--- src/rtl/of_pkg.sv ---
// Shared types and size codes for the operand-fetch stage.
// Optional build macro OF_BYPASS_EN is consumed by of_stage, not here.
package of_pkg;

  typedef enum logic [1:0] {
    REGISTER = 2'd0,
    MEMORY   = 2'd1,
    IMM      = 2'd2
  } operand_t;

  typedef enum logic [3:0] {
    RAX = 4'd0,  RCX = 4'd1,  RDX = 4'd2,  RBX = 4'd3,
    RSP = 4'd4,  RBP = 4'd5,  RSI = 4'd6,  RDI = 4'd7,
    R8  = 4'd8,  R9  = 4'd9,  R10 = 4'd10, R11 = 4'd11,
    R12 = 4'd12, R13 = 4'd13, R14 = 4'd14, R15 = 4'd15
  } regname;

  localparam logic [1:0] SZ_8  = 2'b00;
  localparam logic [1:0] SZ_16 = 2'b01;
  localparam logic [1:0] SZ_32 = 2'b10;
  localparam logic [1:0] SZ_64 = 2'b11;

  function automatic logic [63:0] size_mask64(input logic [1:0] size);
    logic [63:0] m;
    case (size)
      SZ_8:    m = 64'h0000_0000_0000_00FF;
      SZ_16:   m = 64'h0000_0000_0000_FFFF;
      SZ_32:   m = 64'h0000_0000_FFFF_FFFF;
      SZ_64:   m = 64'hFFFF_FFFF_FFFF_FFFF;
      default: m = 64'hFFFF_FFFF_FFFF_FFFF;
    endcase
    return m;
  endfunction

endpackage

--- src/rtl/of_scoreboard.sv ---
// Busy-register scoreboard: one bit per architectural register.
// A set and a clear of the same register on one edge leaves the bit set.
module of_scoreboard
#(
  parameter int NREGS = 16,
  localparam int RW = $clog2(NREGS)
) (
  input  logic             clk,
  input  logic             reset,
  input  logic             set_en,
  input  logic [RW-1:0]    set_idx,
  input  logic             clr_en,
  input  logic [RW-1:0]    clr_idx,
  output logic [NREGS-1:0] busy
);

  logic [NREGS-1:0] busy_nxt_s;

  // next busy vector, set has priority over clear
  always_comb begin
    busy_nxt_s = busy;
    for (int i = 0; i < NREGS; i++) begin
      busy_nxt_s[i] = (set_en && (set_idx == RW'(i))) ? 1'b1 :
                      (clr_en && (clr_idx == RW'(i))) ? 1'b0 : busy[i];
    end
  end

  // busy register
  always_ff @(posedge clk or posedge reset) begin
    if (reset) begin
      busy <= '0;
    end else begin
      busy <= busy_nxt_s;
    end
  end

endmodule

--- src/rtl/of_stage.sv ---
// Operand-fetch stage: hazard check, operand read/mask and a one-entry output register.
// Define OF_BYPASS_EN to forward same-cycle writeback data instead of stalling.
module of_stage
  import of_pkg::*;
#(
  parameter int XLEN  = 64,
  parameter int NREGS = 16,
  parameter int OPW   = 8,
  localparam int RW   = $clog2(NREGS)
) (
  input  logic                       clk,
  input  logic                       reset,
  input  logic [NREGS-1:0][XLEN-1:0] regx,
  input  logic                       in_valid,
  output logic                       in_ready,
  input  logic [OPW-1:0]             in_op,
  input  operand_t                   in_srcty,
  input  logic [XLEN-1:0]            in_srcval,
  input  logic [RW-1:0]              in_dstreg,
  input  logic [1:0]                 in_size,
  input  logic                       in_wr,
  input  logic                       wb_valid,
  input  logic [RW-1:0]              wb_reg,
  input  logic [XLEN-1:0]            wb_data,
  output logic                       out_valid,
  input  logic                       out_ready,
  output logic [OPW-1:0]             out_op,
  output logic [RW-1:0]              out_dstreg,
  output logic [XLEN-1:0]            out_oper1,
  output logic [XLEN-1:0]            out_oper2,
  output logic [1:0]                 out_size,
  output logic                       out_wr,
  output logic [31:0]                stall_cnt
);

  logic [NREGS-1:0] busy_s;
  logic [NREGS-1:0] wb_hit_s;
  logic [NREGS-1:0] busy_eff_s;
  logic [RW-1:0]    src_idx_s;
  logic             hazard_s;
  logic             accept_s;
  logic             stall_s;
  logic [XLEN-1:0]  mask_s;
  logic [XLEN-1:0]  oper1_s;
  logic [XLEN-1:0]  oper2_s;

  assign src_idx_s = in_srcval[RW-1:0];

`ifdef OF_BYPASS_EN
  // one-hot of the register being retired this cycle
  always_comb begin
    wb_hit_s         = '0;
    wb_hit_s[wb_reg] = wb_valid;
  end
`else
  assign wb_hit_s = '0;
`endif

  assign busy_eff_s = busy_s & ~wb_hit_s;
  assign hazard_s   = busy_eff_s[in_dstreg] |
                      ((in_srcty == REGISTER) & busy_eff_s[src_idx_s]);
  assign in_ready   = (~out_valid | out_ready) & ~hazard_s;
  assign accept_s   = in_valid & in_ready;
  assign stall_s    = in_valid & ~in_ready;
  assign mask_s     = XLEN'(size_mask64(in_size));

  // operand selection with optional forwarding, masked to the size code
  always_comb begin
    oper1_s = wb_hit_s[in_dstreg] ? wb_data : regx[in_dstreg];
    case (in_srcty)
      REGISTER:    oper2_s = wb_hit_s[src_idx_s] ? wb_data : regx[src_idx_s];
      MEMORY, IMM: oper2_s = in_srcval;
      default:     oper2_s = in_srcval;
    endcase
    oper1_s = oper1_s & mask_s;
    oper2_s = oper2_s & mask_s;
  end

  // output register: load on accept, drop valid once consumed
  always_ff @(posedge clk or posedge reset) begin
    if (reset) begin
      out_valid  <= 1'b0;
      out_op     <= '0;
      out_dstreg <= '0;
      out_oper1  <= '0;
      out_oper2  <= '0;
      out_size   <= 2'b00;
      out_wr     <= 1'b0;
    end else if (accept_s) begin
      out_valid  <= 1'b1;
      out_op     <= in_op;
      out_dstreg <= in_dstreg;
      out_oper1  <= oper1_s;
      out_oper2  <= oper2_s;
      out_size   <= in_size;
      out_wr     <= in_wr;
    end else if (out_ready) begin
      out_valid  <= 1'b0;
    end
  end

  // saturating stall counter
  always_ff @(posedge clk or posedge reset) begin
    if (reset) begin
      stall_cnt <= 32'd0;
    end else if (stall_s && (stall_cnt != 32'hFFFF_FFFF)) begin
      stall_cnt <= stall_cnt + 32'd1;
    end
  end

  of_scoreboard #(.NREGS(NREGS)) u_scoreboard (
    .clk     (clk),
    .reset   (reset),
    .set_en  (accept_s & in_wr),
    .set_idx (in_dstreg),
    .clr_en  (wb_valid),
    .clr_idx (wb_reg),
    .busy    (busy_s)
  );

endmodule

--- config.mk ---
export PLATFORM = sky130hd
export DESIGN_NAME = of_stage
export DESIGN_NICKNAME = d
export VERILOG_FILES = /design/src/rtl/of_pkg.sv /design/src/rtl/of_scoreboard.sv /design/src/rtl/of_stage.sv
export SDC_FILE = /design/constraint.sdc
export NUM_CORES = 1
export LEC_CHECK = 0
export CAP_MARGIN = 20
export CORE_AREA = 2 2 529 531
export DETAILED_ROUTE_END_ITERATION = 8
export DIE_AREA = 0 0 531 533
export HOLD_SLACK_MARGIN = 0.05
export SLEW_MARGIN = 20
export SYNTH_ARGS = -nofsm -noshare
export SYNTH_HDL_FRONTEND = slang
export SYNTH_HIERARCHICAL = 1
export SYNTH_SLANG_ARGS = --single-unit
export TNS_END_PERCENT = 20
--- constraint.sdc ---
create_clock -name clk -period 5.2 [get_ports clk]
set_input_delay 0.52 -clock clk [delete_from_list [all_inputs] [get_ports clk]]
set_output_delay 0.52 -clock clk [all_outputs]
set_load 0.005 [all_outputs]
# Yosys cells after proc, flatten, opt, wreduce, memory -nomap -nowiden
# Memories as Yosys holds them, arrays and structs flattened.
# Index checks and enable logic that the tools add are counted.
# Widths: inputs -> output; s select.
[word_totals]
register_bits = 192
rom_bits = 32
out_inout_bits = 177
elab_cells = 177
memories = 2
[classes]
addsub = 1
order_cmp = 2
eq_ne = 34
mux = 48
n_bitwise = 12
reduce_logical = 54
[mem_list]
columns = ["name", "depth", "word_bits", "read_ports", "rd_ports_with_merged_regs", "write_ports", "line", "text"]
rows = [
  ["(no name shown)", 16, 1, 1, 0, 0, "of_stage.sv:71", "REGISTER: oper2_s = wb_hit_s[src_idx_s] ? wb_data : regx[src_idx_s];"],
  ["(no name shown)", 16, 1, 1, 0, 0, "of_stage.sv:69", "oper1_s = wb_hit_s[in_dstreg] ? wb_data : regx[in_dstreg];"],
]
[op_table]
columns = ["op", "count"]
rows = [
  ["$bmux 64 s4", 2],
  ["$mux 64", 5],
  ["$pmux 64 s4", 1],
  ["$and 64x64->64", 2],
  ["$eq 4x4->1 const B", 16],
  ["$mux 1", 38],
  ["$reduce_bool 2->1", 17],
  ["$logic_and 1x1->1", 33],
  ["$add 32x1->32 const B", 1],
  ["$eq 4x3->1 const B", 8],
  ["$ne 32x32->1 const B", 1],
  ["$eq 4x2->1 const B", 4],
  ["$lt 4x5->1 const B", 2],
  ["$bmux 1 s4", 2],
  ["$eq 4x1->1 const B", 2],
  ["$logic_not 4->1", 2],
  ["$and 1x1->1", 5],
  ["$eq 2x2->1 const B", 2],
  ["$logic_not 2->1", 2],
  ["$not 1->1", 3],
  ["$eq 2x1->1 const B", 1],
  ["$or 1x1->1", 2],
]

# Logic depth before layout (Yosys ltp)
# Gate-level depths: netlist (run 1).
[depth]
depth_word = 10
depth_mapped = 11

# Hierarchy
# The synthesis (run 1) kept the hierarchy.
[by_module_without_submodules]
columns = ["module", "n_inst", "cells_each", "area_per_inst_um2"]
rows = [
  ["of_stage", 1, 1660, 23359.9],
  ["of_scoreboard", 1, 70, 701.9],
]

# Worst setup path after synthesis (run 1)
# No wires, ideal clock.
[synth_timing]
path_kind = "input-to-reg"
startpoint = "in in_srcval[0]"
endpoint = "reg u_scoreboard.busy[2]"
setup_time_ps = 76
t_arrival_ps = 2698
required_ps = 5124
slack_ps = 2426
stages = 11
n_path_buf = 2
cell_sequence = "clkbuf_1 > buf_2 > mux4_2 > mux2_2 > nand2_1 > nand3_2 > inv_2 > and3_1 > nor2b_1 > nand2b_1 > o21ai_1"
[synth_via]
elab_chain_cells = 10
word_cells_on_any_way = 11
[synth_lines]
columns = ["element", "line", "text"]
rows = [
  ["start: declaration", "of_stage.sv:18", "input logic [XLEN-1:0] in_srcval,"],
  ["$bmux 1 s4 *", "of_stage.sv:61", "((in_srcty == REGISTER) & busy_eff_s[src_idx_s]);"],
  ["$mux 1 (implied by the code) *", "of_stage.sv:61", ""],
  ["$and 1x1->1 *", "of_stage.sv:61", ""],
  ["$or 1x1->1 *", "of_stage.sv:60", "assign hazard_s = busy_eff_s[in_dstreg] |"],
  ["$not 1->1 *", "of_stage.sv:62", "assign in_ready = (~out_valid | out_ready) & ~hazard_s;"],
  ["$and 1x1->1 *", "of_stage.sv:62", ""],
  ["$and 1x1->1 *", "of_stage.sv:63", "assign accept_s = in_valid & in_ready;"],
  ["$and 1x1->1 *", "of_stage.sv:114", ".set_en (accept_s & in_wr),"],
  ["$logic_and 1x1->1 *", "of_scoreboard.sv:23", "busy_nxt_s[i] = (set_en && (set_idx == RW'(i))) ? 1'b1 :"],
  ["$mux 1 or $reduce_bool 2->1 (tied branches)", "n/a", ""],
  ["end signal: assignment", "of_scoreboard.sv:33", "busy <= busy_nxt_s;"],
  ["end: declaration", "of_scoreboard.sv:14", "output logic [NREGS-1:0] busy"],
]
# Every way passes the cells marked *; elsewhere a longest branch is shown, timed or not. The select of a mux whose other input is x is not followed.
# A chain may end at the register's enable or synchronous reset.

# Worst setup path after layout (run 1)
[layout_timing]
startpoint = "reg u_scoreboard.busy[13]"
endpoint = "out in_ready"
[layout_via]
elab_chain_cells = 6
word_cells_on_any_way = 8
[layout_lines]
columns = ["element", "line", "text"]
rows = [
  ["$bmux 1 s4", "of_stage.sv:61", ""],
  ["$mux 1 (implied by the code)", "of_stage.sv:61", ""],
  ["$and 1x1->1", "of_stage.sv:61", ""],
  ["$or 1x1->1 *", "of_stage.sv:60", ""],
  ["$not 1->1 *", "of_stage.sv:62", ""],
  ["$and 1x1->1 *", "of_stage.sv:62", ""],
  ["end: declaration", "of_stage.sv:15", "output logic in_ready,"],
]
# Marked as above.

==> impl_results.md, run 1 <==
- Fin crit share: 0.789
- Status: complete, no violations
- All-Layer GR Usage: 0.179
- Vias in the first global route: about 26k
- Predominant post-synthesis flop cell: dfrtp_1
- Clock latency on the worst-skew pair: a little over 0.6 ns
- Hold_sp: in_size[1]
- Seq cells post-synth: about 190
- Setup slack after layout: 1.10 ns
- Syn_nets: 2909
- Post-placement cell area: about 0.041 sq mm
- Initial antenna violation count: roughly 380
- Clock power frac: 0.225
- RR Startpoint: u_scoreboard/busy[13]
- R2R Setup Slk: roughly 1.7 ns
- Num ports: between 1k and 1.5k
- Worst Setup Start Kind: flop
- Post-CTS Hold Buffers: 0
- Antenna viol nets, final: 0
- Slowest stage delay, CP: a little under 0.6 ns
- Fillers: 30.8k
- Post-CTS Resized: 0
- CP Data Required Time: 4.68 ns
- Yosys top cell by area: mux4_2
- Top post-synthesis cells by area: mux4_2 (57%), dfrtp_1 (20%), mux2i_1 (3.6%)
- Die Ht: ~530 microns
- Setup crit start: u_scoreboard/busy[13]
- Psw: 0.00297 W
- Num CTS Buffers: 25
- Cell Pwr Density: ~190 mW/mm^2
- Die area: ~0.28 sq mm
- Comb pwr share: 0.529
- Die Span X: 531 microns
- Fin Setup TNS: 0 ns
- Vias after detailed routing: about 27k
- 1st-pass router iterations: 5
- Highest Clock Rate: 244 MHz
- P_int: between 0.005 and 0.006 W
- Mapped Area: ~0.024 sq mm
- Place WS: 1.08 ns
- Clk_skew: 0.0619 ns
- Cell variety after synth: approximately 50
- Num rows: ~190
- Worst slew margin: 0.273
- Port-buffer cells: roughly 1.3k
- CTS H-tree depth: 4
- RSZ-0062 raised after global routing: false
- Final hold vios: 0
- EDFF count, synth: 0
- Slowest cell on the critical path: clkdlybuf4s50_1
- Post-synth top cells: mux4_2 (607), dfrtp_1 (192), nand2_1 (160), clkbuf_1 (125), o21ai_1 (100)
- Async SR Flop Fraction: 1.00
- CP Capture Type: primary output
- Worst-path clk slew: roughly 0.08 ns
- Cells along the critical path: mux4_2, mux2_2, a221oi_4, nand3_2, inv_2, clkdlybuf4s50_1
- Grt total ovfl: 0
- Syn Inst Count: approximately 1.7k
- Initial Util: 0.0866
- Vias/cell: 3.96
- Worst Max-Slew Pin Slew: 1.06 ns
- Slew Limit Fails: 0
- Max VDD drop: ~0.15 mV
- Core area: between 0.2 and 0.3 sq mm
- Worst Path Arrival: 3.58 ns
- Post CTS Setup Buffer Count: 0
- First-pass GRT wire length: around 320000 microns
- Post-route cell area: roughly 0.042 sq mm
- Maximum clock path buffer count: 3
- Top-area cell type share of the netlist area: 0.568
- Final setup violating endpoints: 0
- CTS root buf: clkbuf_16
- Switching share of power: 0.367
- Hold Slack: 0.384 ns
- Largest net degree at the start of global routing: 95
- Seq pwr share: 0.246
- Final Wtd Congestion: between 0.9 and 1
- Layout cells sized above 1: 0.263
- Seq/Total Area, Yosys: 0.200
- Nets: 4068
- Aggregate routed wire length: around 260000 microns
- # clock sinks: ~190
- Fin crit period: a little over 4 ns
- WL/cell: 38.9 microns
- Mean Syn Cell Area: roughly 14 sq um
- Initial DRC Count: roughly 2.3k
- Clock tree from TritonCTS: built
- CP Class: reg2out
- Lkg Pwr: 13.8 nW
- Area Overhead vs Synth: 76.6%
- Hpwl dp: roughly 230000 microns
- Ys Warns: 6
- DRC Markers: 0
- Min-Delay Path Class: in2reg
- Total of max-cap violations: 0
- CP Max Fanout: 23
- Count leader, synth: mux4_2
-- registers in the layout, indices dropped and copies added (netlist names) --
| signal | cells |
|---|---|
| out_dstreg | 4 |
| out_op | 8 |
| out_oper1 | 64 |
| out_oper2 | 64 |
| out_size | 2 |
| out_valid | 1 |
| out_wr | 1 |
| stall_cnt | 32 |
| u_scoreboard/busy | 16 |
-- cell families (layout without fill, tap and decap cells) --
logic type / count (synthesis) / count (layout) / synth area share
AO/OA/AOI/OAI: 230 / 230 / 0.0535
AND/OR/NAND/NOR: 312 / 312 / 0.0625
XOR/XNOR: 31 / 31 / 0.0113
other: 0 / 168 / 0
buffers and inverters: 215 / 1379 / 0.0396
adder cells (fa/ha/maj): 1 / 1 / 0.000520
flip-flops: 192 / 192 / 0.200
multiplexers: 749 / 749 / 0.633
-- placed cells by master, fill, tap and decap left out, types with 18 or more instances in the layout --
cell,n
clkbuf_16,25
xnor2_1,23
mux2_4,18
o21ai_0,63
nand4_1,20
mux2_2,34
dfrtp_1,192
clkdlybuf4s50_1,1280
mux2i_1,87
nand3_1,51
o21ai_1,100
nand2_1,159
buf_4,35
nor3_1,19
diode_2,168
mux4_2,607
-- worst paths after layout --
kind / endpoint / cells after the start
worst min register to register: out_oper1[10] / 2
min in group asynchronous: u_scoreboard/busy[12] / 2
max in group asynchronous: out_oper2[21] / 3
worst max-delay path: in_ready / 6
worst min-delay path: out_oper1[17] / 3
worst max register to register: u_scoreboard/busy[8] / 9
-- worst max-delay path: cells and delay by family (launching register included) --
family / cells / cell delay [ns]
DFF: 1 / 0.40
muxes: 2 / 0.78
and+or+nand+nor: 1 / 0.45
buffers and inverters: 2 / 1.05
AOI/OAI and AO/OA: 1 / 0.36
-- routing by layer --
layer / GRT usage / part of all wire
met1: 0.208 / 0.38
met2: 0.257 / 0.41
met3: 0.100 / 0.14
met4: 0.101 / 0.067
met5: 0 / 0.0059
-- per-stage QoR --
| step | util | total power [W] | cells |
|---|---|---|---|
| global placement | 0.149 | 0.00627 | 6586 |
| floorplan | - | 0.00370 | 1730 |
| global route | 0.152 | 0.00846 | 6723 |
| CTS | 0.151 | 0.00825 | 6618 |
| detailed placement | 0.149 | 0.00633 | 6586 |
| finish | 0.153 | 0.00811 | 6786 |
-- final cells by class --
cell class / count / area (sq um) / area share
antenna: 168 / 420 / 0.00989
clock buffer: 27 / 643 / 0.0151
clock inverter: 5 / 85.1 / 0.00200
inverter: 7 / 30.0 / 0.000707
multi-input combinational: 1323 / 18300 / 0.431
sequential: 192 / 4800 / 0.113
tap: 3724 / 4660 / 0.110
timing repair buffer: 1340 / 13500 / 0.318
-- power by group through the flow --
| stage | sequential, W | clock (W) | combinational (W) |
|---|---|---|---|
| final | 0.00200 | 0.00182 | 0.00429 |
| after global routing | 0.00203 | 0.00194 | 0.00448 |
| after CTS | 0.00199 | 0.00192 | 0.00433 |
| after detailed placement | 0.00202 | 0 | 0.00431 |
| after global placement | 0.00201 | 0 | 0.00426 |
| after floorplan | 0.00201 | 0 | 0.00170 |
Note: power is estimated with default switching activity, not from simulation.
==> inputs of run 2 (changes only) <==
--- a/config.mk
+++ b/config.mk
@@ -6,9 +6,9 @@
 export NUM_CORES = 1
 export LEC_CHECK = 0
 export CAP_MARGIN = 20
-export CORE_AREA = 2 2 529 531
+export CORE_AREA = 2 2 532 534
 export DETAILED_ROUTE_END_ITERATION = 8
-export DIE_AREA = 0 0 531 533
+export DIE_AREA = 0 0 534 536
 export HOLD_SLACK_MARGIN = 0.05
 export SLEW_MARGIN = 20
 export SYNTH_ARGS = -nofsm -noshare
==> constraint.sdc (replaced) <==
create_clock -name clk -period 4.23 [get_ports clk]
set_input_delay 0.423 -clock clk [delete_from_list [all_inputs] [get_ports clk]]
set_output_delay 0.423 -clock clk [all_outputs]
set_load 0.005 [all_outputs]
==> impl_results.md, run 2 (synthesis results as in run 1) <==
- 1st-pass router iterations: 5 (unchanged)
- Maximum clock path buffer count: 3 (unchanged)
- Post-CTS Hold Buffers: 0 (unchanged)
- M1 GR Usage: 0.214 (+0.00618)
- Die Ht: 536 microns (+0.56%)
- RSZ-0062 raised after global routing: false
- Fin crit share: 0.849
- Layout cells sized above 1: 0.270 (+0.00782)
- CP Max Fanout: 9 (-61%)
- Setup crit start: u_scoreboard/busy[9]
- Fin Setup TNS: 0 ns (unchanged)
- RR Startpoint: u_scoreboard/busy[9]
- Cell Pwr Density: 238 mW/mm^2 (+25%)
- Largest registers: out_oper1: 64 flops, out_oper2: 64 flops, stall_cnt: 32 flops
- Place WS: 0.819 ns (-0.258 ns)
- All-Layer GR Usage: 0.180 (+0.000487)
- Most common cell after layout, fill and taps aside: clkdlybuf4s50_1
- Fin util: 0.152 (-0.000931)
- Slowest stage delay, CP: 0.60 ns (about the same)
- Antenna viol nets, final: 0 (unchanged)
- Worst Path Arrival: 3.17 ns (-0.41 ns)
- WL/cell: 39.1 microns (+0.42%)
- Vias/cell: 3.91 (-1.4%)
- Met2 Use GR: 0.268 (+0.0110)
- Clock latency on the worst-skew pair: 0.58 ns (-0.03 ns)
- Aggregate routed wire length: 266000 microns (+0.85%)
- Vias in the first global route: 26.6k (+1.0%)
- Area Overhead vs Synth: 77.3%
- Final setup violating endpoints: 0 (unchanged)
- First-pass GRT wire length: 325000 microns (+1.6%)
- Post CTS Setup Buffer Count: 0 (unchanged)
- Num ports: 1355 (unchanged)
- Setup slack after layout: 0.638 ns (-0.459 ns)
- CP bufs+invs: 2 (unchanged)
- DRC Markers: 0 (unchanged)
- Post-CTS Resized: 0 (unchanged)
- Port-buffer cells: 1290 (unchanged)
- # clock sinks: 192 (unchanged)
- Slew Limit Fails: 0 (unchanged)
- Min-Delay Path Class: in2reg
- Num CTS Buffers: 21 (-16%)
- Die area: 0.286 sq mm (+1.1%)
- Hpwl dp: 232000 microns (+1.1%)
- Clock tree from TritonCTS: built
- Grt total ovfl: 0 (unchanged)
- Vias after detailed routing: 26.6k (-0.97%)
- Initial DRC Count: 2500 (+7.7%)
- CTS root buf: clkbuf_16
- Highest Clock Rate: 278 MHz
- Core area: 0.281 sq mm (+1.0%)
- Met3 Use GR: 0.0892 (-0.0109)
- Cells along the critical path: mux4_2, mux2_2, a221oi_4, nand3_2, inv_2, clkdlybuf4s50_1
- Die Span X: 534 microns (+0.56%)
- Lkg Pwr: 13.9 nW (+0.99%)
- Fin crit period: between 3 and 4 ns
- Max VDD drop: 0.173 mV (+18%)
- Slowest cell on the critical path: clkdlybuf4s50_1
- Initial Util: 0.0857 (-0.000893)
- Nets: 4095 (+0.66%)
- CP Capture Type: primary output
- CP Data Required Time: 3.81 ns (-0.87 ns)
- Most frequent cells in the layout: clkdlybuf4s50_1 (1280), mux4_2 (607), dfrtp_1 (192), nand2_1 (159), o21ai_1 (100)
- Final Wtd Congestion: 0.946 (-5.2%)
- CTS H-tree depth: 4 (unchanged)
- Worst Setup Start Kind: flop
- Hold_sp: in_dstreg[3]
- Initial antenna violation count: 309 (-19%)
- Clk_skew: 0.0345 ns (-0.0274 ns)
- CP Class: reg2out
- Num rows: 195 (+0.52%)
- Total of max-cap violations: 0 (unchanged)
- Largest net degree at the start of global routing: 114 (+20%)
- Top Usage Layer GRT: met2
- Worst slew margin: 0.271 (-0.00157)
- Final hold vios: 0 (unchanged)
- Fillers: 31.2k (+1.3%)
- Worst Max-Slew Pin Slew: 1.09 ns (+0.0327 ns)
- CP top delay family: buffers and inverters
- Worst-path clk slew: 0.10 ns (+0.02 ns)
- Status: complete, no violations
run 2: changes by cell type in the layout (fill, tap and decap cells not counted):
cell / before / now
buf_4: 35 / 65
diode_2: 168 / 147
clkbuf_16: 25 / 21
clkbuf_8: 3 / 1
inv_8: 0 / 2
buf_12: 17 / 18
buf_8: 4 / 5
bufinv_16: 2 / 3
clkinv_8: 0 / 1
inv_6: 0 / 1
run 2: path summary, 6_finish.rpt:
path	slack, ns	cells after the start	to
setup / recovery	0.64	6	in_ready
hold / removal	0.30	3	u_scoreboard/busy[9]
setup reg to reg	1.19	9	out_oper2[60]
hold reg to reg	0.49	2	out_oper1[11]
max in group asynchronous	2.76	3	out_oper2[7]
min in group asynchronous	0.34	2	u_scoreboard/busy[1]
run 2: worst register-to-register path, delay by kind of cell (launching register included):
family | cells | cell delay (ns)
AOI/OAI and AO/OA | 2 | 0.62
buffers and inverters | 3 | 0.90
and+or+nand+nor | 2 | 0.25
DFF | 1 | 0.43
muxes | 2 | 0.76
run 2: routing by layer:
layer,vias to the layer above,part of all wire
met3,589,0.13
met1,13805,0.39
met2,2045,0.42
li1,10010,-
met4,166,0.056
met5,-,0.0041
run 2: report_power, final:
| part | internal (W) | switching (W) |
|---|---|---|
| sequential | 0.00221 | 0.000286 |
| clock | 0.00112 | 0.00115 |
| combinational | 0.00293 | 0.00248 |
| total | 0.00625 | 0.00392 |
run 2: final cells by class:
cell class | count | area (sq um) | area share
Sequential cell | 192 | 4800 | 0.113
Timing Repair Buffer | 1371 | 13800 | 0.323
Clock inverter | 10 | 163 | 0.00381
Inverter | 7 | 30.0 | 0.000704
Clock buffer | 22 | 529 | 0.0124
Antenna cell | 147 | 368 | 0.00862
Tap cell | 3743 | 4680 | 0.110
Multi-Input combinational cell | 1323 | 18300 | 0.429
run 2: per-stage QoR:
| step | std cells | cell area [sq um] | hold WS (ns) | total power [W] |
|---|---|---|---|---|
| CTS | 6668 | 42300 | 0.208 | 0.0104 |
| floorplan | 1730 | 24100 | 0.337 | 0.00455 |
| global placement | 6636 | 41600 | 0.465 | 0.00791 |
| detailed placement | 6636 | 41600 | 0.467 | 0.00794 |
| global route | 6732 | 42500 | 0.279 | 0.0106 |
| finish | 6815 | 42700 | 0.304 | 0.0102 |
==> inputs of run 3 (changes only) <==
--- a/config.mk
+++ b/config.mk
@@ -6,9 +6,9 @@
 export NUM_CORES = 1
 export LEC_CHECK = 0
 export CAP_MARGIN = 20
-export CORE_AREA = 2 2 532 534
+export CORE_AREA = 2 2 529 531
 export DETAILED_ROUTE_END_ITERATION = 8
-export DIE_AREA = 0 0 534 536
+export DIE_AREA = 0 0 531 533
 export HOLD_SLACK_MARGIN = 0.05
 export SLEW_MARGIN = 20
 export SYNTH_ARGS = -nofsm -noshare
==> constraint.sdc (replaced) <==
create_clock -name clk -period 3.2 [get_ports clk]
set_input_delay 0.32 -clock clk [delete_from_list [all_inputs] [get_ports clk]]
set_output_delay 0.32 -clock clk [all_outputs]
set_load 0.005 [all_outputs]
==> impl_results.md, run 3 (synthesis results as in run 1) <==
- Status: complete, no violations
- Worst Max-Slew Pin Slew: 0.957 ns (-0.137 ns)
- Cells along the critical path: mux4_2, mux2_4, a221oi_4, nand3_2, buf_4, buf_4, buf_4, buf_4, buf_4, buf_4, nand3_2, mux2_2
- Max VDD drop: 0.245 mV (+41%)
- Maximum clock path buffer count: 3 (unchanged)
- CP Class: reg2reg
- Num ports: 1355 (unchanged)
- Psw: 0.00507 W (+30%)
- Min-Delay Path Class: in2reg
- Slowest cell on the critical path: mux4_2
- Switching share of power: 0.375 (-0.0103)
- Slew Limit Fails: 0 (unchanged)
- Slowest stage delay, CP: 0.46 ns (-0.14 ns)
- Largest registers: out_oper1: 64 flops, out_oper2: 64 flops, stall_cnt: 32 flops
- Fin crit share: 0.946
- 1st-pass router iterations: 6 (+1)
- Antenna viol nets, final: 0 (unchanged)
- Fillers: 30.8k (-1.3%)
- Worst-path clk slew: 0.13 ns (+0.03 ns)
- First-pass GRT wire length: 328000 microns (+0.91%)
- Clk_skew: 0.0494 ns (+0.0149 ns)
- CP top delay family: multiplexers
- Most common cell after layout, fill and taps aside: clkdlybuf4s50_1
- Final hold vios: 0 (unchanged)
- Clock latency on the worst-skew pair: 0.60 ns (+0.02 ns)
- # clock sinks: 192 (unchanged)
- Initial antenna violation count: 350 (+13%)
- DRC Markers: 0 (unchanged)
- Num rows: 194 (-0.51%)
- All-Layer GR Usage: 0.184 (+0.00395)
- Vias/cell: 3.99 (+2.1%)
- Layout cells sized above 1: 0.285 (+0.0144)
- Core area: 0.278 sq mm (-1.0%)
- CTS H-tree depth: 4 (unchanged)
- Tot Pwr: 0.0135 W (+33%)
- Comb pwr share: 0.536 (+0.005)
- Cell mode on critical path: buf_4
- Vias in the first global route: 26.8k (+0.83%)
- P_int: 0.00846 W (+35%)
- Initial DRC Count: 2592 (+3.7%)
- Worst Setup Start Kind: flop
- RSZ-0062 raised after global routing: false
- Seq pwr share: 0.241 (-0.004)
- Clock power frac: 0.223 (about the same)
- Area Overhead vs Synth: 79.7%
- Worst slew margin: 0.362 (+0.0910)
- WL/cell: 39.4 microns (+0.90%)
- Most frequent cells in the layout: clkdlybuf4s50_1 (1279), mux4_2 (607), dfrtp_1 (192), nand2_1 (159), buf_4 (108)
- Total of max-cap violations: 0 (unchanged)
- Cell Pwr Density: 313 mW/mm^2 (+31%)
- Hpwl dp: 237000 microns (+2.2%)
- Finished Layout Cells: 6842 (+0.40%)
- Clock tree from TritonCTS: built
- Largest net degree at the start of global routing: 89 (-22%)
- Port-buffer cells: 1290 (unchanged)
- CP Max Fanout: 22 (+13)
- CP bufs+invs: 6 (+4)
- Num CTS Buffers: 25 (+19%)
- Worst Path Arrival: 3.49 ns (+0.32 ns)
- Die area: 0.283 sq mm (-1.1%)
- Post-CTS Hold Buffers: 0 (unchanged)
- Fin crit period: around 3.0 ns
- CTS root buf: clkbuf_16
- Die Span X: 531 microns (-0.56%)
- Lkg Pwr: 14.3 nW (+2.5%)
- Fin Setup TNS: 0 ns (unchanged)
- Nets: 4155 (+1.5%)
- Grt total ovfl: 0 (unchanged)
- CP Data Required Time: 3.66 ns (-0.15 ns)
- Die Ht: 533 microns (-0.56%)
- Aggregate routed wire length: 270000 microns (+1.3%)
- Initial Util: 0.0866 (+0.000893)
- Final Wtd Congestion: 0.968 (+2.4%)
- CP Capture Type: flop
- Highest Clock Rate: between 300 and 400 MHz
- Vias after detailed routing: 27.3k (+2.6%)
- Final setup violating endpoints: 0 (unchanged)
- Fin util: 0.156 (+0.00363)
- DP Cell Count: 6663 (+0.41%)
-- run 3: changes by cell type in the layout (fill, tap and decap cells not counted), moves of 2 or more --
cell       change
buf_4         +43
buf_12        +13
diode_2       -10
clkbuf_16      +4
clkinv_2       +2
inv_8          -2
-- run 3: worst reg2reg max path: stages (launching register included) --
cell and delay (ns):
dfrtp_1 0.42, mux4_2 0.46, mux2_4 0.30, a221oi_4 0.31
nand3_2 0.13, buf_4 0.15, buf_4 0.12, buf_4 0.12
buf_4 0.12, buf_4 0.12, buf_4 0.21, nand3_2 0.13
mux2_2 0.35
-- run 3: final cells by class --
cell class / instances / area, sq um / area share
flip-flops and latches: 192 / 4800 / 0.111
clock buffers: 25 / 626 / 0.0145
diodes: 137 / 343 / 0.00793
well taps: 3724 / 4660 / 0.108
clock inverters: 7 / 93.8 / 0.00217
multi-input cells: 1323 / 18300 / 0.424
repair buffers: 1427 / 14400 / 0.332
inverters: 7 / 30.0 / 0.000694
-- run 3: metrics by stage --
stage	setup slack, ns	hold WS, ns	area (sq um)
6_report	0.172	0.233	43200
2_1_floorplan	0.626	0.234	24100
5_1_grt	0.0442	0.230	43100
4_1_cts	0.0212	0.182	42900
3_3_place_gp	0.0702	0.468	42100
3_5_place_dp	0.0844	0.473	42100
-- run 3: repair_timing --
| action | in CTS | in global routing |
|---|---|---|
| gates resized for setup | 5 | 1 |
| endpoints found under the setup margin | 1 | 1 |
| buffers inserted | 11 | 0 |
| pin swaps | 2 | 1 |
| gates cloned | 0 | 0 |
-- run 3: path summary, 6_finish.rpt --
check	from	to	slack, ns	cells after the start
max	u_scoreboard/busy[9]	stall_cnt[1]	0.17	12
min	in_size[0]	out_oper1[41]	0.23	3
max reg2reg	u_scoreboard/busy[9]	stall_cnt[1]	0.17	12
min reg2reg	out_oper1[10]	out_oper1[10]	0.48	2
max in group asynchronous	reset	out_oper2[35]	2.13	3
min in group asynchronous	reset	u_scoreboard/busy[5]	0.24	2
-- run 3: power groups by stage --
| stage | combinational [W] | sequential [W] | clock, W |
|---|---|---|---|
| 2_1_floorplan | 0.00275 | 0.00326 | 0 |
| 3_3_place_gp | 0.00719 | 0.00330 | 0 |
| 3_5_place_dp | 0.00723 | 0.00331 | 0 |
| 4_1_cts | 0.00733 | 0.00327 | 0.00320 |
| 5_1_grt | 0.00761 | 0.00333 | 0.00322 |
| 6_report | 0.00725 | 0.00326 | 0.00302 |
-- run 3: metal layers --
metal / global-route usage / wire (microns) / vias up
li1: - / - / 10123
met4: 0.0848 / 15300 / 214
met1: 0.217 / 102000 / 13935
met2: 0.269 / 111000 / 2262
met3: 0.102 / 39100 / 760
met5: 0 / 1430 / -
